==> src/rtl/scan_decoder.sv <==
// Registered binary-to-one-hot decoder with enable gating and direct, latched
// and self-timed scan (up/down, programmable dwell) operating modes.
module scan_decoder #(
  parameter int unsigned N_SEL      = 3,
  parameter int unsigned SCAN_DWELL = 4
) (
  input  logic                    clk_i,
  input  logic                    rst_i,
  input  logic                    en_i,
  input  logic [1:0]              mode_i,
  input  logic [N_SEL-1:0]        in_i,
  input  logic                    load_i,
  output logic [(2**N_SEL)-1:0]   out_o,
  output logic [N_SEL-1:0]        idx_o,
  output logic                    wrap_o
);

  localparam int unsigned OUT_W = 2 ** N_SEL;
  localparam int unsigned DW_W  = $clog2(SCAN_DWELL + 1);

  localparam logic [1:0] ModeDirect   = 2'b00;
  localparam logic [1:0] ModeScanUp   = 2'b01;
  localparam logic [1:0] ModeScanDown = 2'b10;
  localparam logic [1:0] ModeLatch    = 2'b11;

  typedef enum logic [1:0] {StIdle, StDirect, StScan, StLatch} state_e;

  state_e           state_q;
  logic [OUT_W-1:0] out_q;
  logic [N_SEL-1:0] idx_q;
  logic             wrap_q;
  logic [DW_W-1:0]  dwell_q;

  logic [N_SEL-1:0] scan_idx_d;
  logic             scan_wrap_d;
  logic             dwell_done;
  logic [OUT_W-1:0] in_onehot;
  logic [OUT_W-1:0] scan_onehot;

  // Next index for a scan step in the currently requested direction.
  always_comb begin
    scan_idx_d  = idx_q;
    scan_wrap_d = 1'b0;
    if (mode_i == ModeScanDown) begin
      scan_idx_d  = idx_q - N_SEL'(1);
      scan_wrap_d = (idx_q == '0);
    end else begin
      scan_idx_d  = idx_q + N_SEL'(1);
      scan_wrap_d = (idx_q == N_SEL'(OUT_W - 1));
    end
  end

  assign dwell_done  = (dwell_q == DW_W'(SCAN_DWELL - 1));
  assign in_onehot   = OUT_W'(1) << in_i;
  assign scan_onehot = OUT_W'(1) << scan_idx_d;

  always_ff @(posedge clk_i) begin
    if (rst_i) begin
      state_q <= StIdle;
      out_q   <= '0;
      idx_q   <= '0;
      wrap_q  <= 1'b0;
      dwell_q <= '0;
    end else begin
      wrap_q <= 1'b0;
      if (!en_i) begin
        state_q <= StIdle;
        out_q   <= '0;
        dwell_q <= '0;
      end else begin
        unique case (mode_i)
          ModeDirect: begin
            state_q <= StDirect;
            out_q   <= in_onehot;
            idx_q   <= in_i;
            dwell_q <= '0;
          end
          ModeLatch: begin
            state_q <= StLatch;
            dwell_q <= '0;
            if (load_i) begin
              out_q <= in_onehot;
              idx_q <= in_i;
            end
          end
          ModeScanUp, ModeScanDown: begin
            state_q <= StScan;
            if (state_q != StScan) begin
              // Fresh entry re-seeds from in; direction flips keep position.
              out_q   <= in_onehot;
              idx_q   <= in_i;
              dwell_q <= '0;
            end else if (dwell_done) begin
              out_q   <= scan_onehot;
              idx_q   <= scan_idx_d;
              wrap_q  <= scan_wrap_d;
              dwell_q <= '0;
            end else begin
              dwell_q <= dwell_q + DW_W'(1);
            end
          end
          default: begin
            state_q <= StIdle;
          end
        endcase
      end
    end
  end

  assign out_o  = out_q;
  assign idx_o  = idx_q;
  assign wrap_o = wrap_q;

endmodule

==> config.mk <==
export PLATFORM = sky130hd
export DESIGN_NAME = scan_decoder
export DESIGN_NICKNAME = d
export VERILOG_FILES = /design/src/rtl/scan_decoder.sv
export SDC_FILE = /design/constraint.sdc
export NUM_CORES = 1
export LEC_CHECK = 0
export CAP_MARGIN = 20
export CORE_MARGIN = 5
export CORE_UTILIZATION = 30
export CTS_CLUSTER_DIAMETER = 80
export DETAILED_ROUTE_END_ITERATION = 12
export PLACE_DENSITY = 0.5
export SLEW_MARGIN = 20
export SYNTH_ARGS = -nofsm -noshare
export SYNTH_HDL_FRONTEND = slang
export SYNTH_SLANG_ARGS = --single-unit
==> constraint.sdc <==
create_clock -name clk_i -period 2.3 [get_ports clk_i]
set_input_delay 0.46 -clock clk_i [delete_from_list [all_inputs] [get_ports clk_i]]
set_output_delay 0.46 -clock clk_i [all_outputs]
set_load 0.01 [all_outputs]
==> results.py <==
metrics = {
    "outcome": {
        "status": "complete, no violations",
    },
    "clock_network": {
        "cts_tree": "yes",
        "postCtsSetupBuffers": 0,
        "post_cts_resized": 0,
        "path_clk_slew_ps": 100,
        "clockBufferDepth": 2,
        "clock_latency_ps": 290,
        "cts_hold_buffers": 0,
        "htreeDepth": 1,
        "cts_buffers": 3,
        "clock-sinks": 17,
        "clock-root-buffer": "clkbuf_4",
    },
    "synthesis": {
        "yosysWarnings": 0,
        "ys_seq_elements": 17,
        "synth-main-ff-cell": "dfxtp_1",
        "synth_common_cells": "17 x dfxtp_1, 10 x ha_1, 9 x o21ai_0, 8 x inv_1, 8 x nor2_1",
        "async_flop_share": 0,
        "synth_largest_area_cell": "dfxtp_1",
        "synth_top_area_frac": 0.348,
        "seq_area_frac_synth": 0.348,
        "synth_fp_nets": 125,
        "synth_cells": 105,
        "syn_area_um2": 977,
        "yosysMostFrequentCell": "dfxtp_1",
        "synthTopCellsByArea": "dfxtp_1 35%, ha_1 13%, xnor2_2 5.0%",
        "syn_area_per_cell_um2": 9.31,
        "synth_edf_count": 0,
        "yosysUniqueCellTypes": 34,
    },
    "sta": {
        "slew_viol_final": 0,
        "fin_crit_ps": 2140,
        "worst_slack_ps": 159,
        "rsz0062_at_grt": "no",
        "max_slew_margin": 0.771,
        "fin_worst_skew_ps": 6.39,
        "final-setup-viol-count": 0,
        "period_share": 0.931,
        "tightest_slew_ps": 344,
        "clock.fmax_ghz": 0.467,
        "finalHoldViolCount": 0,
    },
    "setup_path": {
        "startpoint": "mode_i[0]",
        "path_cells": "clkdlybuf4s50_1, inv_1, ha_1, inv_1, fa_1, xnor2_2, xnor2_2, a31oi_1, a21oi_1",
        "cp_num_buf_inv": 3,
        "critPathMaxFanout": 5,
        "crit_required_ps": 2520,
        "critPathTopFamily": "buffers and inverters",
        "rr_startpoint": "idx_o[1]",
        "cp_data_arrival_time_ps": 2360,
        "crit_type": "in2reg",
        "end_kind": "flip-flop",
        "critPathSlowestCell": "clkdlybuf4s50_1",
        "cpPeakStageDelay_ps": 420,
        "crit_path_start_kind": "input port",
    },
    "cells_and_area": {
        "layout-drive-gt1-share": 0.156,
        "utilization": 0.425,
        "nets": 156,
        "num_antenna_cells": 0,
        "finalNonFillerCells": 179,
        "areaGrowthSynthToFinish_pct": 33.8,
    },
    "global_routing": {
        "grt_overflow": 0,
        "grt_pass1_vias": 830,
        "grtUsageTotal": 0.115,
        "grt_pass1_wl_um": 3880,
        "grt_max_degree": 15,
        "antenna_found_initial": 0,
    },
    "floorplan": {
        "die_area_um2": 4500,
        "die_width_um": 67.1,
        "initial_core_util": 0.317,
        "fp.dieH_um": 67.1,
        "io_pins": 21,
        "rows": 20,
        "core-area_um2": 3080,
    },
    "power_and_ir_drop": {
        "powerDensity_nw_per_um2": 488,
        "ir_drop_mv": 0.304,
        "leakagePower_uw": 0.000514,
    },
    "routing": {
        "wl_per_cell_um": 12.8,
        "detail-route-antenna-nets": 0,
        "dr.pass1.iters": 4,
        "drt-total-wl_um": 2280,
        "num_vias": 867,
        "viasPerCell": 4.84,
        "drc": 0,
        "initialDrtViolationCount": 28,
    },
    "flow_run": {
        "max-cap-violations": 0,
    },
    "hold_path": {
        "worstHoldPathType": "reg2reg",
        "min_from": "dwell_q[0]",
    },
    "place": {
        "numPortBuffers": 20,
        "place.gp.congestion": 0.815,
        "post-place-ws_ps": -166,
        "dp_cells": 175,
        "place_hpwl_um": 1800,
    },
}
routing by layer:
layer	wire, um	part of all wire	vias to the layer above	GRT usage
li1	-	-	439	-
met1	1120	0.49	402	0.148
met3	111	0.049	2	0.0287
met2	1030	0.45	24	0.183
met4	17	0.0074	0	0.0456
met5	0	0	-	0
state kept, by name, indices dropped and copies added, names as in the netlist:
register	cells
out_o	8
dwell_q	3
idx_o	3
state_q	2
wrap_o	1
stage by stage:
| step | cell area, um^2 | setup TNS [ps] | total power [uW] | hold slack [ps] |
|---|---|---|---|---|
| 2_1_floorplan | 977 | 0 | 413 | 398 |
| 3_3_place_gp | 1280 | -834 | 481 | 408 |
| 6_report | 1310 | 0 | 638 | 425 |
| 4_1_cts | 1310 | 0 | 647 | 428 |
| 5_1_grt | 1310 | 0 | 683 | 463 |
| 3_5_place_dp | 1280 | -1390 | 482 | 414 |
power by group:
part / switching, uW / internal, uW / total, uW
Sequential: 9.12 / 306 / 315
Combinational: 79.6 / 79.7 / 159
Clock: 98.7 / 64.6 / 163
Total: 187 / 451 / 638
logic make-up after synthesis:
kind of cell,count (synthesis),synth area share
buffers and inverters,12,0.0589
AO/OA/AOI/OAI,30,0.188
flip-flops,17,0.348
AND/OR/NAND/NOR,32,0.206
XOR/XNOR,3,0.0499
adder cells (fa/ha/maj),11,0.149
layout by cell type, fill, tap and decap left out, drive strengths merged:
cell | Yosys | final
nand2 | 2 | 2
o211ai | 1 | 1
clkbuf | 1 | 3
buf | 3 | 10
inv | 8 | 8
and3b | 1 | 1
nor3b | 1 | 1
a311oi | 1 | 1
and4bb | 1 | 1
a211oi | 1 | 1
nand4b | 1 | 1
dfxtp | 17 | 17
nor3 | 1 | 1
nand4 | 2 | 2
clkinv | 0 | 1
and3 | 1 | 1
nand3b | 1 | 1
o22ai | 1 | 1
o21ai | 9 | 9
a32oi | 4 | 4
clkdlybuf4s50 | 0 | 20
nand3 | 4 | 4
fa | 1 | 1
a31oi | 5 | 5
nor4b | 1 | 1
xnor2 | 3 | 3
o21bai | 1 | 1
ha | 10 | 10
a21oi | 7 | 7
nand2b | 3 | 3
nor2b | 4 | 4
nor2 | 9 | 9
area by class of cell:
type                    instances  area [um^2]
fillers                       313         1770
flip-flops and latches         17          340
inverters                       8         30.0
multi-input cells              76          579
clock inverters                 1         5.00
clock buffers                   3         22.5
well taps                      44         55.1
repair buffers                 30          275
worst paths after layout:
kind | to | slack [ps] | depth (start not counted)
max | out_o[6] | 160 | 9
min | dwell_q[0] | 420 | 1
max reg2reg | out_o[6] | 510 | 6
min reg2reg | dwell_q[0] | 420 | 1
No activity file was read; power rests on OpenSTA's default activity.
==> edit 1 (config.mk and constraints unchanged) <==
The parameter `N_SEL` goes from 3 to 2.
--- a/src/rtl/scan_decoder.sv
+++ b/src/rtl/scan_decoder.sv
@@ -3,3 +3,3 @@
 module scan_decoder #(
-  parameter int unsigned N_SEL      = 3,
+  parameter int unsigned N_SEL      = 2,
   parameter int unsigned SCAN_DWELL = 4
Ports: changed (resized idx_o, in_i and out_o); port bits go from 21 to 15. No check against the original RTL was run, so the function may have changed too.
==> edit 1 against the unedited design <==
Wire length fell by 34%. Power fell by 30%. Sequential cell count fell by 5. Worst setup slack improved by 0.13 ns. Cell area fell by 32%. Synthesized area fell by 29%. Sequential power fell by 29%. Critical path type unchanged. Largest power group unchanged.
==> edit 1: results (changes against the unedited design) <==
| Metric | Value |
|---|---|
| All-Layer GR Usage | 0.0979 (-0.0174) |
| Hold WS | 0.437 ns (+0.0121 ns) |
| Vias in the first global route | 569 (-31%) |
| R2r setup slk | 0.58 ns (+0.07 ns) |
| M1 WL | 673 um (-40%) |
| Routed WL per cell | 12.9 um (+0.81%) |
| Reg clk slew, reported paths | 0.08 ns (-0.02 ns) |
| Latest clock arrival within the worst-skew pair | 0.27 ns (-0.02 ns) |
| Port Buffers | 14 (-30%) |
| Grt met2 use | 0.171 (-0.0119) |
| Mapped Nets | 90 (-28%) |
| Final nets | 108 (-31%) |
| Clk_skew | 0.0117 ns (+0.00533 ns) |
| Global Route met3 Usage | 0.0290 (+0.000285) |
| Critical Path Fanout Max | 6 (+1) |
| Max reg flops | 4 (-4) |
| Synth Area in Compound Gates | 0.128 (-0.0603) |
| XOR/XNOR share of the synthesized area | 0.0126 (-0.0373) |
| Unique masters post-synth | 26 (-24%) |
| Post-synthesis adder-cell area fraction | 0.162 (+0.0136) |
| Post-synth top cells | 12 x dfxtp_1, 9 x ha_1, 9 x inv_1 |
| Metal3 WL | 51 um (-54%) |
| Share of post-route cells with drive strength above 1 | 0.124 (-0.0320) |
| Vias/cell | 4.91 (+1.5%) |
| Met1 Resource Use GR | 0.110 (-0.0375) |
| Status | finished, final reports clean |
| Starting DRT DRC Count | 4 (-86%) |
| CP Data Arrival Time | 2.18 ns (-0.18 ns) |
| Final HPWL DP | 1180 um (-34%) |
| First-pass GRT wire length | 2480 um (-36%) |
| Crit path largest cell delay | 0.51 ns (+0.09 ns) |
| Worst Max-Slew Pin Slew | 0.451 ns (+0.107 ns) |
| Sequential area share after synthesis | 0.346 (-0.00233) |
-- edit 1: metrics by stage --
| step | area [um2] | instances | setup slack [ns] |
|---|---|---|---|
| finish | 893 | 117 | 0.291 |
| global route | 893 | 117 | 0.221 |
| CTS | 893 | 117 | 0.314 |
| detailed placement | 871 | 114 | 0.0190 |
| global placement | 871 | 114 | 0.00587 |
| floorplan | 694 | 73 | 0.701 |
-- edit 1: worst register-to-register path, cell delays in order, from the launching register on --
cell	delay [ns]
dfxtp_1	0.33
ha_1	0.19
ha_1	0.21
nand4bb_1	0.36
and4_1	0.28
o31a_1	0.27
-- edit 1: cell families (layout without fill, tap and decap cells) --
logic type               after synthesis  count (layout)
AO/OA/AOI/OAI                         13              13
buffers and inverters                 12              28
adder cells (fa/ha/maj)                9               9
AND/OR/NAND/NOR                       21              21
XOR/XNOR                               1               1
flip-flops                            12              12
multiplexers                           5               5
-- edit 1: layout make-up --
class                      count  area (um2)
fill                         246        1320
tap                           28        35.0
multi-input combinational     49         407
timing repair buffer          16         155
inverter                       9        33.8
sequential                    12         240
clock buffer                   3        22.5
-- edit 1: worst paths after layout --
check | from | cells after the start | to
worst max-delay path | mode_i[1] | 6 | idx_o[0]$_SDFFE_PP0P_
worst min-delay path | dwell_q[0]$_SDFF_PP0_ | 1 | dwell_q[0]$_SDFF_PP0_
worst max register to register | dwell_q[0]$_SDFF_PP0_ | 5 | idx_o[0]$_SDFFE_PP0P_
worst min register to register | dwell_q[0]$_SDFF_PP0_ | 1 | dwell_q[0]$_SDFF_PP0_
-- edit 1: power breakdown --
part | leakage (uW) | internal [uW] | switching, uW | total [uW]
logic | 0.000282 | 50.6 | 43.3 | 93.8
clock network | 0.0000138 | 60.5 | 67.9 | 128
registers | 0.0000979 | 216 | 8.37 | 225
==> edit 2 (config.mk and constraints unchanged) <==
Made on the original files. Register the input `mode_i` before use, without a reset. The logic sees it one clock later. The other inputs are not delayed to match.
--- a/src/rtl/scan_decoder.sv
+++ b/src/rtl/scan_decoder.sv
@@ -27,2 +27,8 @@
 
+  logic [1:0] mode_q;
+
+  always_ff @(posedge clk_i) begin
+    mode_q <= mode_i;
+  end
+
   state_e           state_q;
@@ -43,3 +49,3 @@
     scan_wrap_d = 1'b0;
-    if (mode_i == ModeScanDown) begin
+    if (mode_q == ModeScanDown) begin
       scan_idx_d  = idx_q - N_SEL'(1);
@@ -70,3 +76,3 @@
       end else begin
-        unique case (mode_i)
+        unique case (mode_q)
           ModeDirect: begin
Behaviour: not the same (Yosys sat finds a counterexample within 4 cycles, from zero or initial values and one cycle with rst_i high).
==> edit 2 against the unedited design <==
Sequential cell count is 2 higher. Clock skew about the same. Synthesized area grew 3.5%. Cell count down 2.2%. Wire length is 3.3% lower. Cell area down 1.8%. Hold slack better by 0.0035 ns. First-iteration DRC count rose to 2.5 times the old value. Global-route usage shrank 0.97 points. Worst setup slack improved by 0.081 ns. Register-to-register slack lost 0.27 ns. Power up 5.4%. Critical path type is now flip-flop to flip-flop. Largest power group unchanged. Highest routed layer unchanged.
==> edit 2: results (changes against the unedited design) <==
| Metric | Value |
|---|---|
| Status | finished, final reports clean |
| Vias in the first global route | 792 (-4.6%) |
| Top delay family on crit path | adder cells |
| Asr flop ratio synth | 0 (unchanged) |
| Min Tclk post-route | 2.06 ns (-0.0811 ns) |
| Unique masters post-synth | 33 (-2.9%) |
| PwrDens | 524 nW/um2 (+7.4%) |
| Leakage | 0.000489 uW (-4.9%) |
| Post-CTS Setup Inserts | 0 (unchanged) |
| Starting DRT DRC Count | 71 (+150%) |
| Metal3 WL | 194 um (+75%) |
| Worst Max-Slew Pin Slew | 0.518 ns (+0.173 ns) |
| Gpl congestion | 0.874 (+7.3%) |
| Share of post-route cells with drive strength above 1 | 0.101 (-0.0548) |
| Latest clock arrival within the worst-skew pair | roughly 0.30 ns |
| Met1 Resource Use GR | 0.131 (-0.0172) |
| Global Route met3 Usage | 0.0460 (+0.0173) |
| Cells after Synth | 107 (+1.9%) |
| Logic pwr share | 0.215 (-0.035) |
| Met2 wire length | 955 um (-7.5%) |
| Reg clk slew, reported paths | approximately 0.11 ns |
| Synth warnings | 0 (unchanged) |
| Sequential area share after synthesis | 0.376 (+0.0280) |
| XOR/XNOR share of the synthesized area | 0.0483 (-0.00167) |
| All-Layer GR Usage | 0.106 (-0.00966) |
| Reg2reg start | mode_q[0]$_DFF_P_ |
| Post-synthesis adder-cell area fraction | 0.144 (-0.00496) |
| Pin count of the biggest net entering global routing | 17 (+2) |
| First-pass GRT wire length | 3660 um (-5.7%) |
| Post-synth top cells | 19 x dfxtp_1, 10 x ha_1, 9 x inv_1, 9 x o21ai_0, 8 x nor2_1 |
| Routed WL per cell | 12.6 um (-1.1%) |
| Synth Area in Compound Gates | 0.182 (-0.00629) |
| Initial antenna violation count | 0 (unchanged) |
| Clk_skew | 0.00671 ns (+0.000322 ns) |
| Grt met2 use | 0.168 (-0.0144) |
| Longest Clk Path Bufs | 2 (unchanged) |
| Synth area leaders | dfxtp_1 38%, ha_1 12%, xnor2_2 4.8%, o21ai_0 4.5%, a21oi_1 3.5% |
| Crit path kind | flip-flop to flip-flop |
| Start point of the critical path | mode_q[0]$_DFF_P_ |
| Reg-to-Reg End | out_o[4]$_SDFFE_PP0P_ |
| M1 WL | 1040 um (-7.1%) |
| Worst path slowest cell | fa_1 |
| Sw Ratio | 0.290 (-0.00343) |
| Final HPWL DP | 1680 um (-6.7%) |
| Non-Filler Instances | 175 (-2.2%) |
| Placed cells | 171 (-2.3%) |
| R2r setup slk | 0.24 ns (-0.27 ns) |
| Maximum vdd drop | 404 uV (+33%) |
| Top routing layer used | met4 |
| CP Data Arrival Time | 2.24 ns (-0.12 ns) |
| Fillcell total | 352 (+12%) |
| Worst reg2reg path depth | 8 (+2) |
| Vias/cell | 4.82 (-0.43%) |
| Worst hold path type | flip-flop to flip-flop |
| Final nets | 150 (-3.8%) |
| Post-Place Setup Slack | 0.275 ns (+0.441 ns) |
| Mapped Nets | 127 (+1.6%) |
| Post-DP Area | 1260 um2 (-1.9%) |
## edit 2: worst min path at each step
stage	startpoint	to	slack [ns]	depth (start not counted)
finish	dwell_q[0]$_SDFF_PP0_	dwell_q[0]$_SDFF_PP0_	0.43	1
global route	dwell_q[0]$_SDFF_PP0_	dwell_q[0]$_SDFF_PP0_	0.45	1
floorplan	dwell_q[0]$_SDFF_PP0_	dwell_q[0]$_SDFF_PP0_	0.40	1
CTS	dwell_q[0]$_SDFF_PP0_	dwell_q[0]$_SDFF_PP0_	0.43	1
global placement	dwell_q[0]$_SDFF_PP0_	dwell_q[0]$_SDFF_PP0_	0.40	1
detailed placement	dwell_q[0]$_SDFF_PP0_	dwell_q[0]$_SDFF_PP0_	0.42	1
## edit 2: final cells by class
class                           count  area (um2)  area share
Clock inverter                      1        5.00     0.00390
Sequential cell                    19         380       0.296
Clock buffer                        3        22.5      0.0175
Tap cell                           46        57.6      0.0448
Timing Repair Buffer               21         208       0.162
Multi-Input combinational cell     76         577       0.449
Inverter                            9        33.8      0.0263
